===== config.mk =====
export PLATFORM = sky130hd
export DESIGN_NAME = datapath_sequencer
export DESIGN_NICKNAME = d
export VERILOG_FILES = /design/src/rtl/dpseq_pkg.sv /design/src/rtl/dpseq_decode.sv /design/src/rtl/datapath_sequencer.sv
export SDC_FILE = /design/constraint.sdc
export NUM_CORES = 1
export LEC_CHECK = 0
export ABC_AREA = 0
export ABC_CLOCK_PERIOD_IN_PS = 1700
export CAP_MARGIN = 25
export CORE_UTILIZATION = 41
export CTS_CLUSTER_SIZE = 24
export DETAILED_ROUTE_END_ITERATION = 12
export PLACE_DENSITY = 0.88
export REMOVE_ABC_BUFFERS = 1
export SETUP_SLACK_MARGIN = 0.05
export SLEW_MARGIN = 20
export SYNTH_ARGS = -nofsm -noshare
export SYNTH_HDL_FRONTEND = slang
export SYNTH_SLANG_ARGS = --single-unit

===== constraint.sdc =====
create_clock -name CLK -period 1.7 [get_ports CLK]
set_clock_uncertainty 0.1 [all_clocks]
set_input_delay 0.34 -clock CLK [delete_from_list [all_inputs] [get_ports CLK]]
set_output_delay 0.34 -clock CLK [all_outputs]
set_load 0.03 [all_outputs]

===== src/rtl/dpseq_pkg.sv =====
// Shared types and field map for the datapath sequencer: states, instruction
// classes, bit positions of the 16-bit control word and the decoded-word struct.
package dpseq_pkg;

    localparam int DP_INSTR_W = 16;
    localparam int DP_ADDR_W  = 3;
    localparam int DP_REP_W   = 2;

    localparam int CLS_HI = 15;
    localparam int CLS_LO = 14;
    localparam int OPC_BIT = 13;
    localparam int S_HI   = 12;
    localparam int S_LO   = 11;
    localparam int WR_HI  = 10;
    localparam int WR_LO  = 8;
    localparam int RDA_HI = 7;
    localparam int RDA_LO = 5;
    localparam int RDB_HI = 4;
    localparam int RDB_LO = 2;
    localparam int REP_HI = 1;
    localparam int REP_LO = 0;

    typedef enum logic [2:0] {
        ST_IDLE,
        ST_LOAD,
        ST_EXEC,
        ST_OUTP,
        ST_DONE
    } state_e;

    typedef enum logic [1:0] {
        CLS_LOAD = 2'b00,
        CLS_ALU  = 2'b01,
        CLS_OUT  = 2'b10,
        CLS_NOP  = 2'b11
    } cls_e;

    typedef struct packed {
        cls_e                  cls;
        logic                  opcode;
        logic [1:0]            s;
        logic [DP_ADDR_W-1:0]  wr;
        logic [DP_ADDR_W-1:0]  rda;
        logic [DP_ADDR_W-1:0]  rdb;
        logic [DP_REP_W-1:0]   rep;
    } dpseq_instr_t;

endpackage


===== src/rtl/dpseq_decode.sv =====
// Combinational split of a raw control word into its decoded fields.
module dpseq_decode
    import dpseq_pkg::*;
(
    input  logic [DP_INSTR_W-1:0] word,
    output dpseq_instr_t          dec
);

    always_comb begin
        dec.cls    = cls_e'(word[CLS_HI:CLS_LO]);
        dec.opcode = word[OPC_BIT];
        dec.s      = word[S_HI:S_LO];
        dec.wr     = word[WR_HI:WR_LO];
        dec.rda    = word[RDA_HI:RDA_LO];
        dec.rdb    = word[RDB_HI:RDB_LO];
        dec.rep    = word[REP_HI:REP_LO];
    end

endmodule


===== src/rtl/datapath_sequencer.sv =====
// Instruction-driven sequencer for the regfile/ALU/shift/output datapath.
// Optional illegal-word trap enabled with `define DPSEQ_ILLEGAL_TRAP_EN.
module datapath_sequencer
    import dpseq_pkg::*;
#(
    parameter int INSTR_W = 16,
    parameter int ADDR_W  = 3,
    parameter int REP_W   = 2
) (
    input  logic               CLK,
    input  logic               RST,
    input  logic [INSTR_W-1:0] instr,
    input  logic               instr_valid,
    output logic               instr_ready,
    output logic               busy,
    output logic               done,
    output logic               err,
    output logic               IE,
    output logic               WE,
    output logic               OE,
    output logic [1:0]         S,
    output logic [ADDR_W-1:0]  ADDR_WR,
    output logic [ADDR_W-1:0]  ADDR_RDA,
    output logic [ADDR_W-1:0]  ADDR_RDB,
    output logic               Opcode
);

    state_e             state_q, state_d;
    logic [INSTR_W-1:0] instr_q, instr_d;
    logic [REP_W-1:0]   cnt_q, cnt_d;
    dpseq_instr_t       in_dec, cur_dec;

    dpseq_decode u_dec_in  (.word(instr),   .dec(in_dec));
    dpseq_decode u_dec_cur (.word(instr_q), .dec(cur_dec));

`ifdef DPSEQ_ILLEGAL_TRAP_EN
    logic err_q, err_d;
    logic trap_hit;

    // Trap decisions are taken on the incoming word at accept time.
    assign trap_hit = (in_dec.cls == CLS_NOP && instr[OPC_BIT:0] != '0) ||
                      (in_dec.cls == CLS_ALU && in_dec.rep != '0 && in_dec.wr == in_dec.rdb);
    assign err_d = err_q | (state_q == ST_IDLE && instr_valid && trap_hit);
    assign err   = err_q;

    always_ff @(posedge CLK or posedge RST) begin
        if (RST) err_q <= 1'b0;
        else     err_q <= err_d;
    end
`else
    assign err = 1'b0;
`endif

    always_ff @(posedge CLK or posedge RST) begin
        if (RST) begin
            state_q <= ST_IDLE;
            instr_q <= '0;
            cnt_q   <= '0;
        end else begin
            state_q <= state_d;
            instr_q <= instr_d;
            cnt_q   <= cnt_d;
        end
    end

    always_comb begin
        state_d     = state_q;
        instr_d     = instr_q;
        cnt_d       = cnt_q;
        instr_ready = 1'b0;
        busy        = 1'b1;
        done        = 1'b0;
        IE          = 1'b0;
        WE          = 1'b0;
        OE          = 1'b0;
        case (state_q)
            ST_IDLE: begin
                instr_ready = 1'b1;
                busy        = 1'b0;
                if (instr_valid) begin
                    instr_d = instr;
                    cnt_d   = in_dec.rep;
                    case (in_dec.cls)
                        CLS_LOAD: state_d = ST_LOAD;
                        CLS_ALU:  state_d = ST_EXEC;
                        CLS_OUT:  state_d = ST_OUTP;
                        default:  state_d = ST_DONE;
                    endcase
                end
            end
            ST_LOAD: begin
                IE      = 1'b1;
                WE      = 1'b1;
                state_d = ST_DONE;
            end
            ST_EXEC: begin
                WE = 1'b1;
                // Counter holds remaining repeats after the current cycle.
                if (cnt_q == '0) state_d = ST_DONE;
                else             cnt_d   = cnt_q - REP_W'(1);
            end
            ST_OUTP: begin
                OE      = 1'b1;
                state_d = ST_DONE;
            end
            ST_DONE: begin
                done    = 1'b1;
                state_d = ST_IDLE;
            end
            default: state_d = ST_IDLE;
        endcase
    end

    // Address/shift/opcode lines always reflect the latched word so they stay stable.
    assign S        = cur_dec.s;
    assign ADDR_WR  = cur_dec.wr;
    assign ADDR_RDA = cur_dec.rda;
    assign ADDR_RDB = cur_dec.rdb;
    assign Opcode   = cur_dec.opcode;

endmodule

Word level (Yosys, flattened, before mapping)
Cells that the tools add are included.
{ "word_totals": {"output_inout_bits": 19, "elab_cells": 35, "regBits": 19} }
{ "classes": {"muxes": 13, "eq_ne": 9, "n_reduce_logical": 9, "n_addsub": 1} }
{ "op_table": {"columns": ["op", "n"], "rows": [
  ["3-bit case mux with 3 select lines", 2],
  ["3-bit by 2-bit equality test with 1-bit output, second input constant", 2],
  ["1-bit two-way mux", 6],
  ["3-bit two-way mux", 2],
  ["2-bit inequality test, second input constant", 3],
  ["2-bit zero test", 2],
  ["2-bit two-way mux", 2],
  ["2-bit case mux with 2 select lines", 1],
  ["2-bit AND reduction", 2],
  ["2-bit OR reduction", 2],
  ["3-bit by 1-bit equality test with 1-bit output, second input constant", 1],
  ["3-bit equality test, second input constant", 1],
  ["3-bit zero test", 1],
  ["3-bit AND reduction", 1],
  ["2-bit by 1-bit equality test with 1-bit output, second input constant", 1],
  ["2-bit equality test, second input constant", 1],
  ["2-bit nonzero test", 1],
  ["2-bit by 1-bit subtractor with 2-bit output, second input constant", 1]
]} }

Depth between registers and ports, before layout
{ "logic_depth": {"depth_word": 4, "mapped_depth": 6, "mapped_depth_nobuf": 5} }

Hierarchy
A second synthesis with hierarchy kept.
{ "unflattened": {"cells_unflattened": 109, "area_unflattened_um2": 1267.5} }
{ "modules_own_cells": {"columns": ["mod", "area_each_um2", "cells_each", "n_inst", "seq_area_each_um2"], "rows": [
  ["datapath_sequencer", 1027.2, 77, 1, 525.5],
  ["dpseq_decode", 120.1, 16, 2, 0.0]
]} }

Worst setup path after synthesis
No wires, ideal clock.
{ "synth_path": {"path_type": "reg-to-output", "startpoint": "register state_q[0]", "endpoint": "output busy", "stages_incl_launch_ff": 4, "path_slack_ns": -0.339, "t_arrival_ns": 1.599, "required_time_ns": 1.260, "cell_sequence": "dfrtp_1 -> buf_6 -> nor3_1 -> inv_1"} }
{ "synth_between": {"elab_chain_cells": 2} }
{ "synth_rtl": {"columns": ["element", "line_no", "text"], "rows": [
  ["from (decl)", "datapath_sequencer.sv:28", "state_e state_q, state_d;"],
  ["from (signal assigned)", "datapath_sequencer.sv:60", "state_q <= state_d;"],
  ["3-bit zero test", "datapath_sequencer.sv:76", "case (state_q)"],
  ["1-bit two-way mux", "datapath_sequencer.sv:76", null],
  ["to (decl)", "datapath_sequencer.sv:15", "output logic busy,"]
]} }
No other way between the ends.

Worst setup path in the final report
{ "layout_path": {"startpoint": "register state_q[1]", "endpoint": "output IE"} }
{ "layout_between": {"elab_chain_cells": 2} }
{ "layout_rtl": {"columns": ["element", "line_no", "text"], "rows": [
  ["3-bit by 1-bit equality test with 1-bit output", "datapath_sequencer.sv:76", null],
  ["1-bit two-way mux", "datapath_sequencer.sv:76", null],
  ["to (decl)", "datapath_sequencer.sv:18", "output logic IE,"]
]} }
No other way between the ends.

==> impl_results.md <==
* Crit path max fanout at 9
* Synth top area share at 0.483
* Crit path capture: IE
* Clock Path Buffers at 2
* Period utilization at 0.987
* Critical Path RT at 1260 ps
* Core area at between 0.0015 and 0.002 mm²
* Worst Setup Start Kind: register
* Cell Rows at 16
* Antenna cells at 0
* Cts hold-fix bufs at 0
* CTS tree: yes
* Overall power at roughly 2.6 mW
* Clock-pin slew on the worst setup and hold paths at 90 ps
* Largest net degree at the start of global routing at 19
* CP endpoint kind: primary output
* Fill cells at around 130
* Number of global-route vias before repair at 676
* Max Slew Vio Count at 0
* Die Y at roughly 48 µm
* Wire per inst at ~14 µm
* Routed Antenna Nets at 0
* Root Buffer: clkbuf_4
* Final HPWL DP at roughly 1300 µm
* Gate power share at 0.646
* VDD IR max at 1.18 mV
* Post-synth top area cell: dfrtp_1
* Die area at between 0.002 and 0.0025 mm²
* Worst Setup Path Type: register to primary output
* FF-to-FF path depth at 4
* H-tree Lvls at 1
* Most common cell in the netlist: dfrtp_1
* Tot GR Track Use at 0.172
* DRC errors left at 0
* Most common library cells after synthesis: dfrtp_1 (17), mux2_2 (12), inv_1 (8)
* GPL Wtd Cong at around 0.73
* Power Dens Cells at between 1500 and 2000 mW/mm²
* Unrepaired setup endpoints after global routing: yes
* Synth warn at 0
* Setup total negative slack at 0 ps
* Mapped cell area at between 800 and 900 µm²
* CTS buffer count at 3
* Final Hold Fails at 0
* R2r endpoint: instr_q[13]
* Status: complete, no violations
* Worst Path Arrival at approximately 1200 ps
* DR pass1 iterations at 4
* Switching pwr at about 1.1 mW
* Vias per Instance at 4.85
* WL final at between 1500 and 2000 µm
* Fmax achieved at 0.596 GHz
* Cells after Synth at 69
* Clk_lat worst skew at between 200 and 300 ps
* Sequential power share at 0.273
* Vias at about 680
* Nets at 138
* Min-Delay Path Class: primary input to asynchronous set/reset pin
* Die X-Extent at between 40 and 50 µm
* Netlist cell types at 24
* R2R Setup Slk at roughly 70 ps
* Top Ports at 38
* Total congestion overflow at 0
* Area Overhead vs Synth at 61.4%
* Internal Power at about 1.5 mW
* Layout cell share with drive strength beyond 1 at 0.377
* Worst setup path startpoint: state_q[1]
* Synthesized area per cell at between 10 and 15 µm²
* Tmin final at ~1700 ps
* FFs w/ async S/R, synth at 1.00
* First-pass GRT wire length at between 3000 and 4000 µm
* Seq/Total Area, Yosys at 0.483
* Clk pwr share at 0.081
* Origin of the critical flop-to-flop path: state_q[0]
* DRT iter0 DRCs at 7
* Sw frac at 0.425
* Yosys reg bits at 17
* EDFF count, synth at 0
* Utilization of the core after routing at 0.717
* Leakage at just under 0.7 nW
* Setup violators final at 0
* Clock sink count at 17
* Area contributors post-synth: dfrtp_1 (48%), mux2_2 (15%), ha_1 (5.7%)
* Port Buffers at 36
* Initial antenna violation count at 0
* Main synth FF type: dfrtp_1
* Max Cap Violations at 0
* Starting Density at 0.444
area by class of cell:
class	instances	area, µm²	area share
clock buffers	4	26.3	0.0185
flip-flops and latches	17	425	0.299
inverters	8	30.0	0.0211
multi-input cells	38	450	0.317
well taps	27	33.8	0.0238
repair buffers	47	455	0.320
kinds of logic (layout without fill, tap and decap cells):
logic type      Yosys count  in the layout  share of synthesized area
compound gates            7              7                     0.0582
xor+xnor                  1              1                    0.00994
fa+ha+maj                 4              4                     0.0568
buf+inv                  14             59                      0.105
flops                    17             17                      0.483
mux                      12             12                      0.153
other cells               1              1                    0.00426
simple gates             13             13                      0.129
worst max-delay path: stages (launching register included):
cell     delay, ps
dfrtp_1        410
buf_6          160
nor3b_4        220
buf_6          160
power groups by stage:
stage	combinational [mW]	sequential, mW	clock (mW)
finish	1.68	0.711	0.210
global route	1.78	0.735	0.237
CTS	1.48	0.703	0.213
detailed placement	1.54	0.707	0
global placement	1.50	0.695	0
floorplan	0.556	1.03	0
metal layers:
metal,global-route usage,up-vias,share of wire
li1,-,319,-
met1,0.188,330,0.37
met2,0.312,32,0.55
met3,0.0314,3,0.057
met4,0.0980,0,0.016
met5,0,-,0
cells in the final DEF (no fill, tap or decap), types with 2 or more instances in the layout:
cell,count
clkdlybuf4s50_1,18
dfrtp_1,17
mux2_4,12
dlygate4sd2_1,12
inv_1,8
buf_6,8
buf_4,8
ha_1,4
a21oi_1,3
clkbuf_4,3
nor2_1,2
nor3b_1,2
nor3_2,2
through the flow:
| step | setup slack [ps] | area, µm² | hold slack [ps] | instances |
|---|---|---|---|---|
| after floorplan | -345 | 818 | 166 | 63 |
| after global placement | -115 | 1280 | 390 | 135 |
| after detailed placement | -145 | 1280 | 395 | 135 |
| after CTS | -21.0 | 1340 | 271 | 140 |
| after global routing | -66.5 | 1420 | 293 | 141 |
| final | 21.6 | 1420 | 277 | 141 |
registers in the layout (all words and copies together) (netlist names):
| register | flops |
|---|---|
| cnt_q | 2 |
| instr_q | 12 |
| state_q | 3 |
repair_timing:
action / in CTS / in global routing
resized for setup: 23 / 25
endpoints found under the setup margin: 21 / 19
pin swaps: 1 / 1
cloned: 0 / 0
buffers inserted: 1 / 1
worst min-delay path by stage:
stage | start | end | slack, ps
after floorplan | RST | cnt_q[0] | 170
after global placement | instr_q[2] | instr_q[2] | 390
after detailed placement | instr_q[12] | instr_q[12] | 400
after CTS | RST | instr_q[8] | 270
after global routing | RST | cnt_q[1] | 290
final | RST | instr_q[12] | 280
Power figures use the tool's default switching activity.
